`src/rtl/csr_regfile_pkg.sv`:
```
// Shared constants for the machine-mode CSR file: addresses, field positions
// and reset values.
package csr_regfile_pkg;

    localparam logic [11:0] CSR_MSTATUS  = 12'h300;
    localparam logic [11:0] CSR_MISA     = 12'h301;
    localparam logic [11:0] CSR_MIE      = 12'h304;
    localparam logic [11:0] CSR_MTVEC    = 12'h305;
    localparam logic [11:0] CSR_MSCRATCH = 12'h340;
    localparam logic [11:0] CSR_MEPC     = 12'h341;
    localparam logic [11:0] CSR_MCAUSE   = 12'h342;
    localparam logic [11:0] CSR_MTVAL    = 12'h343;
    localparam logic [11:0] CSR_MIP      = 12'h344;
    localparam logic [11:0] CSR_MCYCLE   = 12'hB00;
    localparam logic [11:0] CSR_MINSTRET = 12'hB02;
    localparam logic [11:0] CSR_MHARTID  = 12'hF14;

    localparam int MSTATUS_MIE_BIT  = 3;
    localparam int MSTATUS_MPIE_BIT = 7;
    localparam int MSTATUS_MPP_LSB  = 11;
    localparam int MIE_MTIE_BIT     = 7;
    localparam int MIP_MTIP_BIT     = 7;

    // MXL=2 (64-bit) in the top two bits, extension letter I at bit 8.
    localparam logic [63:0] MISA_VALUE    = 64'h8000_0000_0000_0100;
    localparam logic [63:0] MSTATUS_RESET = 64'h0000_0000_0000_1800;

    // Read-only and unimplemented addresses silently drop writes.
    function automatic logic csr_is_writable(input logic [11:0] addr);
        case (addr)
            CSR_MSTATUS, CSR_MIE, CSR_MTVEC, CSR_MSCRATCH, CSR_MEPC,
            CSR_MCAUSE, CSR_MTVAL, CSR_MCYCLE, CSR_MINSTRET: return 1'b1;
            default:                                         return 1'b0;
        endcase
    endfunction

endpackage

```
`src/rtl/csr_regfile_counter.sv`:
```
// Free-running counter with an increment enable; a load in the same cycle
// wins over the increment. Wraps naturally at 2^WIDTH.
module csr_counter #(
    parameter int WIDTH = 64
) (
    input  logic             clk,
    input  logic             rst_n,
    input  logic             inc_en,
    input  logic             load_en,
    input  logic [WIDTH-1:0] load_value,
    output logic [WIDTH-1:0] count
);

    // NOTE: clocked state uses non-blocking assignments so every flop samples
    // pre-edge values regardless of process evaluation order.
    always_ff @(posedge clk or negedge rst_n) begin
        if (!rst_n) begin
            count <= '0;
        end else if (load_en) begin
            count <= load_value;
        end else if (inc_en) begin
            count <= count + 1'b1;
        end
    end

endmodule

```
`src/rtl/csr_regfile.sv`:
```
// Machine-mode CSR register file: combinational read with write bypass,
// writeback commit, trap entry, mret return, counters and timer-pending.
module csr_regfile
    import csr_regfile_pkg::*;
#(
    parameter int XLEN = 64
) (
    input  logic            clk,
    input  logic            rst_n,
    input  logic [11:0]     csr_readaddr_i,
    output logic [XLEN-1:0] csr_readdata_o,
    output logic            csr_illegal_o,
    input  logic            csr_writevalid_i,
    input  logic [11:0]     csr_writeaddr_i,
    input  logic [XLEN-1:0] csr_writedata_i,
    input  logic            retire_i,
    input  logic            trap_valid_i,
    input  logic [XLEN-1:0] trap_pc_i,
    input  logic [XLEN-1:0] trap_cause_i,
    input  logic [XLEN-1:0] trap_tval_i,
    input  logic            mret_i,
    input  logic            irq_timer_i,
    output logic            irq_pending_o,
    output logic            redirect_valid_o,
    output logic [XLEN-1:0] redirect_pc_o
);

    logic            mst_mie;
    logic            mst_mpie;
    logic            mie_mtie;
    logic            mip_mtip;
    logic [XLEN-1:0] mtvec_q;
    logic [XLEN-1:0] mscratch_q;
    logic [XLEN-1:0] mepc_q;
    logic [XLEN-1:0] mcause_q;
    logic [XLEN-1:0] mtval_q;
    logic [XLEN-1:0] mcycle_q;
    logic [XLEN-1:0] minstret_q;
    logic [XLEN-1:0] wdata_masked;
    logic [XLEN-1:0] misa_value;
    logic            wr_en;

    assign misa_value = MISA_VALUE[XLEN-1:0];

    // Trap and mret both outrank a writeback in the same cycle.
    assign wr_en = csr_writevalid_i & ~trap_valid_i & ~mret_i;

    // NOTE: every output of a combinational block gets a default first so no
    // path leaves it unassigned, which would otherwise infer a latch.
    always_comb begin
        wdata_masked = csr_writedata_i;
        case (csr_writeaddr_i)
            CSR_MSTATUS: begin
                wdata_masked                                 = '0;
                wdata_masked[MSTATUS_MIE_BIT]                = csr_writedata_i[MSTATUS_MIE_BIT];
                wdata_masked[MSTATUS_MPIE_BIT]               = csr_writedata_i[MSTATUS_MPIE_BIT];
                wdata_masked[MSTATUS_MPP_LSB+1:MSTATUS_MPP_LSB] = 2'b11;
            end
            CSR_MIE: begin
                wdata_masked               = '0;
                wdata_masked[MIE_MTIE_BIT] = csr_writedata_i[MIE_MTIE_BIT];
            end
            CSR_MTVEC, CSR_MEPC: wdata_masked[1:0] = 2'b00;
            default: ;
        endcase
    end

    always_comb begin
        csr_readdata_o = '0;
        csr_illegal_o  = 1'b0;
        case (csr_readaddr_i)
            CSR_MSTATUS: begin
                csr_readdata_o[MSTATUS_MIE_BIT]                   = mst_mie;
                csr_readdata_o[MSTATUS_MPIE_BIT]                  = mst_mpie;
                csr_readdata_o[MSTATUS_MPP_LSB+1:MSTATUS_MPP_LSB] = 2'b11;
            end
            CSR_MISA:     csr_readdata_o = misa_value;
            CSR_MIE:      csr_readdata_o[MIE_MTIE_BIT] = mie_mtie;
            CSR_MTVEC:    csr_readdata_o = mtvec_q;
            CSR_MSCRATCH: csr_readdata_o = mscratch_q;
            CSR_MEPC:     csr_readdata_o = mepc_q;
            CSR_MCAUSE:   csr_readdata_o = mcause_q;
            CSR_MTVAL:    csr_readdata_o = mtval_q;
            CSR_MIP:      csr_readdata_o[MIP_MTIP_BIT] = mip_mtip;
            CSR_MCYCLE:   csr_readdata_o = mcycle_q;
            CSR_MINSTRET: csr_readdata_o = minstret_q;
            CSR_MHARTID:  csr_readdata_o = '0;
            default:      csr_illegal_o  = 1'b1;
        endcase
        // Bypass only what will actually commit, so read-only CSRs keep their value.
        if (wr_en && csr_writeaddr_i == csr_readaddr_i && csr_is_writable(csr_writeaddr_i)) begin
            csr_readdata_o = wdata_masked;
        end
    end

    always_ff @(posedge clk or negedge rst_n) begin
        if (!rst_n) begin
            mst_mie          <= 1'b0;
            mst_mpie         <= 1'b0;
            mie_mtie         <= 1'b0;
            mip_mtip         <= 1'b0;
            mtvec_q          <= '0;
            mscratch_q       <= '0;
            mepc_q           <= '0;
            mcause_q         <= '0;
            mtval_q          <= '0;
            irq_pending_o    <= 1'b0;
            redirect_valid_o <= 1'b0;
            redirect_pc_o    <= '0;
        end else begin
            mip_mtip         <= irq_timer_i;
            irq_pending_o    <= mst_mie & mie_mtie & mip_mtip;
            redirect_valid_o <= trap_valid_i | mret_i;
            if (trap_valid_i) begin
                mepc_q        <= {trap_pc_i[XLEN-1:2], 2'b00};
                mcause_q      <= trap_cause_i;
                mtval_q       <= trap_tval_i;
                mst_mpie      <= mst_mie;
                mst_mie       <= 1'b0;
                redirect_pc_o <= mtvec_q;
            end else if (mret_i) begin
                mst_mie       <= mst_mpie;
                mst_mpie      <= 1'b1;
                redirect_pc_o <= mepc_q;
            end else if (wr_en) begin
                case (csr_writeaddr_i)
                    CSR_MSTATUS: begin
                        mst_mie  <= wdata_masked[MSTATUS_MIE_BIT];
                        mst_mpie <= wdata_masked[MSTATUS_MPIE_BIT];
                    end
                    CSR_MIE:      mie_mtie   <= wdata_masked[MIE_MTIE_BIT];
                    CSR_MTVEC:    mtvec_q    <= wdata_masked;
                    CSR_MSCRATCH: mscratch_q <= wdata_masked;
                    CSR_MEPC:     mepc_q     <= wdata_masked;
                    CSR_MCAUSE:   mcause_q   <= wdata_masked;
                    CSR_MTVAL:    mtval_q    <= wdata_masked;
                    default: ;
                endcase
            end
        end
    end

    csr_counter #(.WIDTH(XLEN)) u_mcycle (
        .clk        (clk),
        .rst_n      (rst_n),
        .inc_en     (1'b1),
        .load_en    (wr_en && csr_writeaddr_i == CSR_MCYCLE),
        .load_value (wdata_masked),
        .count      (mcycle_q)
    );

    csr_counter #(.WIDTH(XLEN)) u_minstret (
        .clk        (clk),
        .rst_n      (rst_n),
        .inc_en     (retire_i & ~trap_valid_i),
        .load_en    (wr_en && csr_writeaddr_i == CSR_MINSTRET),
        .load_value (wdata_masked),
        .count      (minstret_q)
    );

endmodule
```
`config.mk`:
```
export PLATFORM = sky130hd
export DESIGN_NAME = csr_regfile
export DESIGN_NICKNAME = d
export VERILOG_FILES = /design/src/rtl/csr_regfile_pkg.sv /design/src/rtl/csr_regfile_counter.sv /design/src/rtl/csr_regfile.sv
export SDC_FILE = /design/constraint.sdc
export NUM_CORES = 1
export LEC_CHECK = 0
export ABC_CLOCK_PERIOD_IN_PS = 2900
export BUFFER_PORTS_ARGS = -buffer_cell sky130_fd_sc_hd__buf_2
export CELL_PAD_IN_SITES_DETAIL_PLACEMENT = 0
export CELL_PAD_IN_SITES_GLOBAL_PLACEMENT = 1
export CORE_MARGIN = 2
export CORE_UTILIZATION = 40
export CTS_CLUSTER_DIAMETER = 30
export DETAILED_ROUTE_END_ITERATION = 8
export HOLD_SLACK_MARGIN = 0.1
export PLACE_DENSITY_LB_ADDON = 0.1
export REMOVE_ABC_BUFFERS = 1
export SLEW_MARGIN = 20
export SYNTH_ARGS = -nofsm -noshare
export SYNTH_HDL_FRONTEND = slang
export SYNTH_SLANG_ARGS = --single-unit
```
`constraint.sdc`:
```
create_clock -name clk -period 2.9 [get_ports clk]
set_clock_uncertainty 0.1 [all_clocks]
set_input_delay 0.58 -clock clk [delete_from_list [all_inputs] [get_ports clk]]
set_output_delay 0.58 -clock clk [all_outputs]
set_load 0.02 [all_outputs]
```
Yosys cells after proc, flatten, opt, wreduce, memory -nomap -nowiden
Cells that the tools add are included.
{"block": "totals", "ff_bits": 518, "out_inout_bits": 131, "wordCells": 106}
{"block": "classes", "eq_ne": 23, "mux": 37, "n_bitwise": 8, "n_addsub": 2, "n_reduce_logical": 22}
{"op": "$mux 64", "n": 18}
{"op": "$pmux 51 s8", "n": 1}
{"op": "$eq 12x10->1 const B", "n": 16}
{"op": "$add 64x1->64 const B", "n": 2}
{"op": "$pmux 62 s2", "n": 1}
{"op": "$eq 12x12->1 const B", "n": 5}
{"op": "$pmux 3 s7", "n": 2}
{"op": "$pmux 3 s8", "n": 1}
{"op": "$pmux 2 s8", "n": 1}
{"op": "$eq 12x12->1", "n": 1}
{"op": "$reduce_and 4->1", "n": 3}
{"op": "$reduce_bool 2->1", "n": 6}
{"op": "$reduce_or 12->1", "n": 1}
{"op": "$mux 1", "n": 10}
{"op": "$pmux 1 s10", "n": 1}
{"op": "$reduce_and 3->1", "n": 3}
{"op": "$reduce_or 9->1", "n": 1}
{"op": "$pmux 1 s8", "n": 1}
{"op": "$reduce_bool 3->1", "n": 2}
{"op": "$and 1x1->1", "n": 5}
{"op": "$logic_and 1x1->1", "n": 4}
{"op": "$reduce_or 4->1", "n": 1}
{"op": "$mux 2", "n": 1}
{"op": "$ne 2x2->1 const B", "n": 1}
{"op": "3 further kinds", "n": 4}

Longest topological paths before layout
Gate-level depths: netlist (run 1).
{"block": "logic_depth", "word_depth": 7, "mapped_depth": 9, "mapped_depth_nobuf": 7}

By module
Synthesis (run 1) repeated with hierarchy kept, for this count alone.
{"block": "unflattened", "hier_cells": 2986, "area_unflattened_um2": 28558.6}
{"mod": "csr_regfile", "instances": 1, "cells_each": 2142, "area_per_inst_um2": 21061.4, "seq_area_each_um2": 9759.4}
{"mod": "csr_counter", "instances": 2, "cells_each": 422, "area_per_inst_um2": 3748.6, "seq_area_each_um2": 1601.5}

Worst setup path before layout (run 1)
Ideal clock, no wire load.
{"block": "synth_path", "kind": "input to output", "start": "input csr_writeaddr_i[0]", "end": "output csr_readdata_o[14]", "arrival_time_ns": 2.554, "path_buffers": 4, "path_stages": 9, "path_slack_ns": -0.334, "cell_sequence": "buf_2 -> or3b_1 -> a211oi_1 -> nand2_1 -> a2111o_1 -> buf_2 -> buf_6 -> buf_6 -> a31oi_1"}
{"block": "synth_between", "elab_chain_len": 5}
{"element": "start, declared", "line_no": "csr_regfile.sv:14", "text": "input logic [11:0] csr_writeaddr_i,"}
{"element": "$eq 12x12->1, or another cell as far along", "line_no": "csr_regfile_pkg.sv:30", "text": "case (addr)"}
{"element": "$reduce_or 9->1", "line_no": "csr_regfile_pkg.sv:30"}
{"element": "$mux 1", "line_no": "csr_regfile_pkg.sv:30"}
{"element": "$logic_and 1x1->1", "line_no": "csr_regfile.sv:91", "text": "if (wr_en && csr_writeaddr_i == csr_readaddr_i && csr_is_writable(csr_writeaddr_i)) begin"}
{"element": "$mux 64 *", "line_no": "csr_regfile.sv:91"}
{"element": "end, declared", "line_no": "csr_regfile.sv:11", "text": "output logic [XLEN-1:0] csr_readdata_o,"}
Every way passes the cells marked *; elsewhere a longest branch is shown, timed or not.

Worst setup path in the final report (run 1)
{"block": "layout_path", "start": "input csr_writeaddr_i[0]", "end": "output csr_readdata_o[21]"}
The elaborated chain is that of the path after synthesis.

==> flow_summary.yaml, run 1 <==
critical_path:
  worstSetupStartpointType: "primary input"
  critical_path_required_ns: 2.22
  cp_max_fo: 10
  worst-setup-path-type: "primary input to output pin"
  endpoint_kind: "output pin"
  cp_top_family: "compound AO/OA/AOI/OAI gates"
  worst_ep_arrival_time_ns: 2.71
  delay_of_the_slowest_cell_on_the_worst_path_ns: 0.52
  worst_path_cell_chain: "buf_8 > or3b_4 > a211oi_2 > nand2_1 > a2111o_2 > buf_12 > buf_16 > mux2_2 > buf_2"
  timing.critical_path.buf_inv: 4
  worst_path_max_delay_cell: "sky130_fd_sc_hd__a2111o_2"
global_route:
  met2_usage: 0.531
  gr-usage-met1: 0.441
  grtUsageTotal: 0.328
  grt_start_max_net_pins: 199
  number_of_antenna_violations_at_the_first_check_in_global_routing: 5
  grt_most_used_layer: "met2"
  grt_util_met3: 0.0606
  grt_first_pass_wirelength_mm: 184
  grt_overflow_total: 0
  via_count_of_the_first_global_routing_pass: 29400
sta:
  timing.slew.headroom: 0.311
  final_min_period_over_clock_period: 1.17
  rsz0062_at_grt: "yes"
  maxClockFrequency_mhz: 295
  final_count_of_hold_timing_violations: 0
  period_needed_ns: 3.39
  finalSetupViolations: 64
  worst_pin_slew_ns: 1.03
  post_layout_worst_setup_margin_ns: -0.493
  slew_violations: 0
clock_tree:
  clock_latency_ns: 0.71
  cts.clk_slew.worst_paths_ns: 0.04
  cts.sink_count: 518
  cts-root-buf: "sky130_fd_sc_hd__clkbuf_16"
  clock_path_buffers: 3
  cts_tree: "built"
  htreeDepth: 4
  number_of_clock_buffers_inserted_by_tritoncts: 154
power_and_ir_drop:
  power.density_cell_area_nw_per_um2: 651
  irDropWorstVdd_v: 0.000455
  leakage_nw: 19.7
  report.power.total_mw: 28.1
logic_synthesis:
  syn_inst: 3198
  number_of_enable_flip_flop_cells_after_synthesis: 0
  ys.warnings.count: 0
  yosys_register_bits: 518
  ys_seq_area_frac: 0.449
  synth_cell_types: 64
  netlist_area_um2: 28800
  ys.flop_type: "sky130_fd_sc_hd__dfrtp_1"
  synthesis.area_per_instance_um2: 9.02
  async_flop_share: 1.00
floorplan:
  coreArea_um2: 71500
  die-width_um: 273
  die-area_um2: 74300
  initial_core_util: 0.404
  ioPinCount: 418
  fp-row-count: 98
  die_span_y_um: 273
run_status:
  violated_checks: "setup timing"
  status: "finished, violations left"
final_layout:
  finalNonFillerCells: 5161
  syn2layout_area_growth_pct: 49.9
  final_net_count: 4373
  layout_commonest_cell: "sky130_fd_sc_hd__dfrtp_1"
  drive_gt1_frac: 0.292
  utilization: 0.605
  mostFrequentLayoutCells: "sky130_fd_sc_hd__dfrtp_1, sky130_fd_sc_hd__nand2_1, sky130_fd_sc_hd__buf_2"
place:
  place.gp.congestion: 0.884
  numPortBuffers: 415
  place_hpwl_mm: 83.9
  place.detailed.instances: 4624
detailed_routing:
  detail_route.first_pass.iterations: 8
  drt_first_iter_violations: 2647
  routed_wirelength_mm: 125
  drc_violations_left: 0
  antenna_violation_net_count_after_detailed_routing: 0
  route.vias.total: 29200
  drt-wirelength-per-cell_um: 24.2
  detail_route.vias_per_cell: 5.66
flow_run:
  max-cap-violations: 0
worst_hold_path:
  hp-class: "primary input to register"
-- synthesized netlist by cell type (48+ instances only) --
master | instances | area share
sky130_fd_sc_hd__dfrtp_1 | 518 | 0.45
sky130_fd_sc_hd__nand2_1 | 432 | 0.056
sky130_fd_sc_hd__o21ai_0 | 337 | 0.058
sky130_fd_sc_hd__a21oi_1 | 289 | 0.050
sky130_fd_sc_hd__mux2i_1 | 216 | 0.075
sky130_fd_sc_hd__clkbuf_1 | 190 | 0.025
sky130_fd_sc_hd__nor2_1 | 181 | 0.024
sky130_fd_sc_hd__inv_1 | 125 | 0.016
sky130_fd_sc_hd__mux2_2 | 112 | 0.044
sky130_fd_sc_hd__a211oi_1 | 111 | 0.029
sky130_fd_sc_hd__xnor2_1 | 96 | 0.029
sky130_fd_sc_hd__nand3_1 | 90 | 0.016
sky130_fd_sc_hd__o22ai_1 | 50 | 0.011
sky130_fd_sc_hd__nor3_1 | 48 | 0.0083
-- state kept, by name, indices dropped and copies added, names as in the netlist, 64 cells and up --
register and count:
redirect_pc_o 64, mscratch_q 64, mtvec_q 64, u_minstret.count 64, u_mcycle.count 64, mtval_q 64, mcause_q 64, mepc_q 64
-- stage by stage --
stage	setup slack [ns]	hold slack [ns]	TNS (ns)	instance area, um2
final	-0.493	0.132	-26.24	43200
after CTS	-0.470	0.104	-25.78	42700
after global placement	-0.606	0.357	-30.36	34200
after floorplan	-3.83	0.184	-1381.70	27800
after global routing	-0.554	0.120	-30.48	43200
after detailed placement	-0.605	0.366	-32.79	34200
-- power breakdown --
group / switching (mW) / internal [mW] / total [mW]
Sequential: 0.327 / 7.65 / 7.97
Combinational: 1.38 / 1.15 / 2.53
Clock: 5.15 / 12.5 / 17.6
-- worst paths after layout --
check                                    from  depth (start not counted)            endpoint  slack, ns
setup / recovery           csr_writeaddr_i[0]                          9  csr_readdata_o[21]      -0.49
hold / removal             csr_writedata_i[1]                          3          mtval_q[1]       0.13
setup reg to reg           u_mcycle.count[27]                          7  u_mcycle.count[60]       0.24
hold reg to reg                mscratch_q[53]                          2      mscratch_q[53]       0.37
max in group asynchronous               rst_n                          3    redirect_pc_o[7]       1.42
min in group asynchronous               rst_n                          2         mcause_q[5]       0.35
-- area by class of cell --
cell class	instances	area, um2
inverter	125	469
tap	950	1190
sequential	518	13000
clock inverter	79	1080
antenna	2	5.00
clock buffer	202	4420
timing repair buffer	980	8230
fill	6000	28200
multi-input combinational	2305	14900
-- per-layer routing --
layer	share of wire	vias up	routed length [um]
met1	0.43	14500	53800
li1	-	13200	-
met5	0.00015	-	19
met4	0.033	4	4170
met3	0.070	235	8690
met2	0.47	1225	58100
-- kinds of logic (layout without fill, tap and decap cells) --
logic type,count (synthesis),after routing,share of synthesized area
xor gates and xnor gates,133,133,0.0404
buffers and inverters,375,1386,0.0517
AOI/OAI and AO/OA,934,934,0.193
and+or+nand+nor,908,908,0.146
other,0,2,0
DFF,518,518,0.449
adders and majority gates,2,2,0.000867
muxes,328,328,0.119
-- worst register-to-register path, stage by stage, from the launching register on --
cell                      delay (ns)
sky130_fd_sc_hd__dfrtp_1        0.44
sky130_fd_sc_hd__nand4_1        0.27
sky130_fd_sc_hd__nor4_1         0.71
sky130_fd_sc_hd__nand4_1        0.17
sky130_fd_sc_hd__buf_4          0.24
sky130_fd_sc_hd__nor4_1         0.38
sky130_fd_sc_hd__xnor2_1        0.16
sky130_fd_sc_hd__a21oi_1        0.08
-- what timing repair did --
item                                    4_1_cts  5_1_grt
gates resized for setup                     121       82
endpoints found under the hold margin       273        0
hold buffers                                226        0
buffers inserted                             11        5
cloned                                        7        6
pin swaps                                    12       11
endpoints found under the setup margin       65       65
(Power assumes the default switching activity.)
==> run 2: changes to the inputs <==
Settings changed: CORE_ASPECT_RATIO set to 0.6, TNS_END_PERCENT set to 20.
==> run 2 against run 1 <==
Against the previous run:
- the run still ends with setup timing left
- flip-flop and latch count unchanged
- count of clock-buffer cells in the layout decreased by 74
- sequential share of layout area increased by 1.7 points
- non-clock buffer count decreased by 53
- cell area decreased by 5.4%
- critical endpoint is now csr_readdata_o[0]
- highest routed layer unchanged
==> flow_summary.yaml, run 2 (synthesis gave the netlist of run 1 again) <==
critical_path:
  cp_max_fo: 6
  worstRegToRegCells: 7
  critical_path_required_ns: 2.22
  worstSetupStartpointType: "primary input"
  endpoint_kind: "output pin"
  rr_startpoint: "u_mcycle.count[0]"
  worst_ep_arrival_time_ns: 2.72
  timing.critical_path.from: "csr_writeaddr_i[4]"
  worst-setup-path-type: "primary input to output pin"
floorplan:
  ioPinCount: 418
  fp-row-count: 76
  die-width_um: 351
  die_span_y_um: 212
  initial_core_util: 0.403
  die-area_um2: 74300
  coreArea_um2: 71600
sta:
  maxClockFrequency_mhz: 294
  timing.slew.headroom: 0.352
  timing.setup.tns_ns: -28.22
  rsz0062_at_grt: "yes"
  period_needed_ns: 3.40
  finalSetupViolations: 65
  worst_pin_slew_ns: 0.972
  final_min_period_over_clock_period: 1.17
  final_count_of_hold_timing_violations: 0
  fin_hold_ws_ns: 0.128
  slew_violations: 0
  post_layout_worst_setup_margin_ns: -0.497
final_layout:
  mostFrequentLayoutCells: "sky130_fd_sc_hd__dfrtp_1, sky130_fd_sc_hd__nand2_1, sky130_fd_sc_hd__buf_2"
  finalNonFillerCells: 5046
  drive_gt1_frac: 0.275
  final_standard_cell_area_without_fillers_um2: 40900
  syn2layout_area_growth_pct: 41.9
  utilization: 0.572
  layout_commonest_cell: "sky130_fd_sc_hd__dfrtp_1"
  final_net_count: 4270
  final.fill_count: 6391
global_route:
  grt_start_max_net_pins: 175
  number_of_antenna_violations_at_the_first_check_in_global_routing: 4
  grt_first_pass_wirelength_mm: 180
  grtUsageTotal: 0.321
  via_count_of_the_first_global_routing_pass: 28200
  grt_overflow_total: 0
detailed_routing:
  drc_violations_left: 0
  routed_wirelength_mm: 122
  route.vias.total: 28400
  drt-wirelength-per-cell_um: 24.1
  antenna_violation_net_count_after_detailed_routing: 0
  detail_route.first_pass.iterations: 7
  detail_route.vias_per_cell: 5.63
  drt_first_iter_violations: 2598
place:
  place.gp.congestion: 0.914
  numPortBuffers: 415
  place.detailed.instances: 4633
  placed_area_um2: 34100
  place_hpwl_mm: 83.4
clock_tree:
  cts-root-buf: "sky130_fd_sc_hd__clkbuf_16"
  number_of_clock_buffers_inserted_by_tritoncts: 104
  clock_latency_ns: 0.67
  cts.sink_count: 518
  htreeDepth: 3
  clock_path_buffers: 3
  cts.clk_slew.worst_paths_ns: 0.05
  cts_tree: "built"
power_and_ir_drop:
  power.density_cell_area_nw_per_um2: 576
  leakage_nw: 18.6
  irDropWorstVdd_v: 0.000476
worst_hold_path:
  timing.hold.worst.start: "csr_writedata_i[43]"
  hp-class: "primary input to register"
  worst_hold_path.num_cells: 3
flow_run:
  max-cap-violations: 0
run_status:
  status: "finished, violations left"
  violated_checks: "setup timing"
## run 2: cell types whose count changed in the layout (fill, tap and decap cells not counted), sizes merged, moves of 3 or more
cell and change:
clkbuf -77, buf -26, dlygate4sd3 -24, clkinv -17
clkinvlp +5, bufinv -3, inv +3
## run 2: final cells by class
cell class,instances,area (um2),area share
tap,975,1220,0.0298
sequential,518,13000,0.317
timing repair buffer,927,7680,0.188
antenna,1,2.50,0.0000611
multi-input combinational,2305,14700,0.360
clock buffer,128,2880,0.0705
clock inverter,67,975,0.0238
inverter,125,469,0.0115
## run 2: critical path: stages
cell and delay (ns):
sky130_fd_sc_hd__buf_2 0.13, sky130_fd_sc_hd__or3_4 0.37, sky130_fd_sc_hd__a211oi_2 0.21, sky130_fd_sc_hd__nand2_1 0.08, sky130_fd_sc_hd__a2111o_2 0.50, sky130_fd_sc_hd__buf_12 0.16, sky130_fd_sc_hd__buf_12 0.15, sky130_fd_sc_hd__buf_16 0.16
sky130_fd_sc_hd__mux2i_1 0.18, sky130_fd_sc_hd__buf_4 0.17
## run 2: timing repair
| item | in CTS | in global routing |
|---|---|---|
| hold endpoints to repair | 238 | 0 |
| resized for setup | 104 | 62 |
| pin swaps | 5 | 11 |
| cloned | 6 | 2 |
| buffers inserted | 5 | 3 |
| setup endpoints to repair | 65 | 66 |
| hold buffers | 202 | 0 |
## run 2: worst paths after layout
path	end	slack (ns)
max in group asynchronous	mtval_q[59]	1.49
worst max-delay path	csr_readdata_o[0]	-0.50
worst max register to register	u_mcycle.count[63]	0.12
min in group asynchronous	mcause_q[9]	0.32
worst min-delay path	u_minstret.count[43]	0.13
worst min register to register	mscratch_q[49]	0.38
## run 2: metal layers
layer  vias up  routed length (um)  track usage  part of all wire
li1      13000                   -            -                 -
met1     14200               55900        0.467              0.46
met5         -                  28            0           0.00023
met4         4                2480       0.0740             0.020
met3       180                9060       0.0596             0.075
met2      1071               54200        0.493              0.45
## run 2: per-stage QoR
stage	power, mW	setup WS (ns)
4_1_cts	23.7	-0.496
2_1_floorplan	8.91	-3.83
3_3_place_gp	10.2	-0.594
3_5_place_dp	10.3	-0.581
6_report	23.6	-0.497
5_1_grt	24.3	-0.535
## run 2: where the power goes
group	leakage [nW]	internal, mW	total, mW	switching, mW
logic	10.3	1.13	2.47	1.34
registers	6.47	7.63	7.96	0.331
clock network	1.84	8.73	13.1	4.42
total	18.6	17.5	23.6	6.09
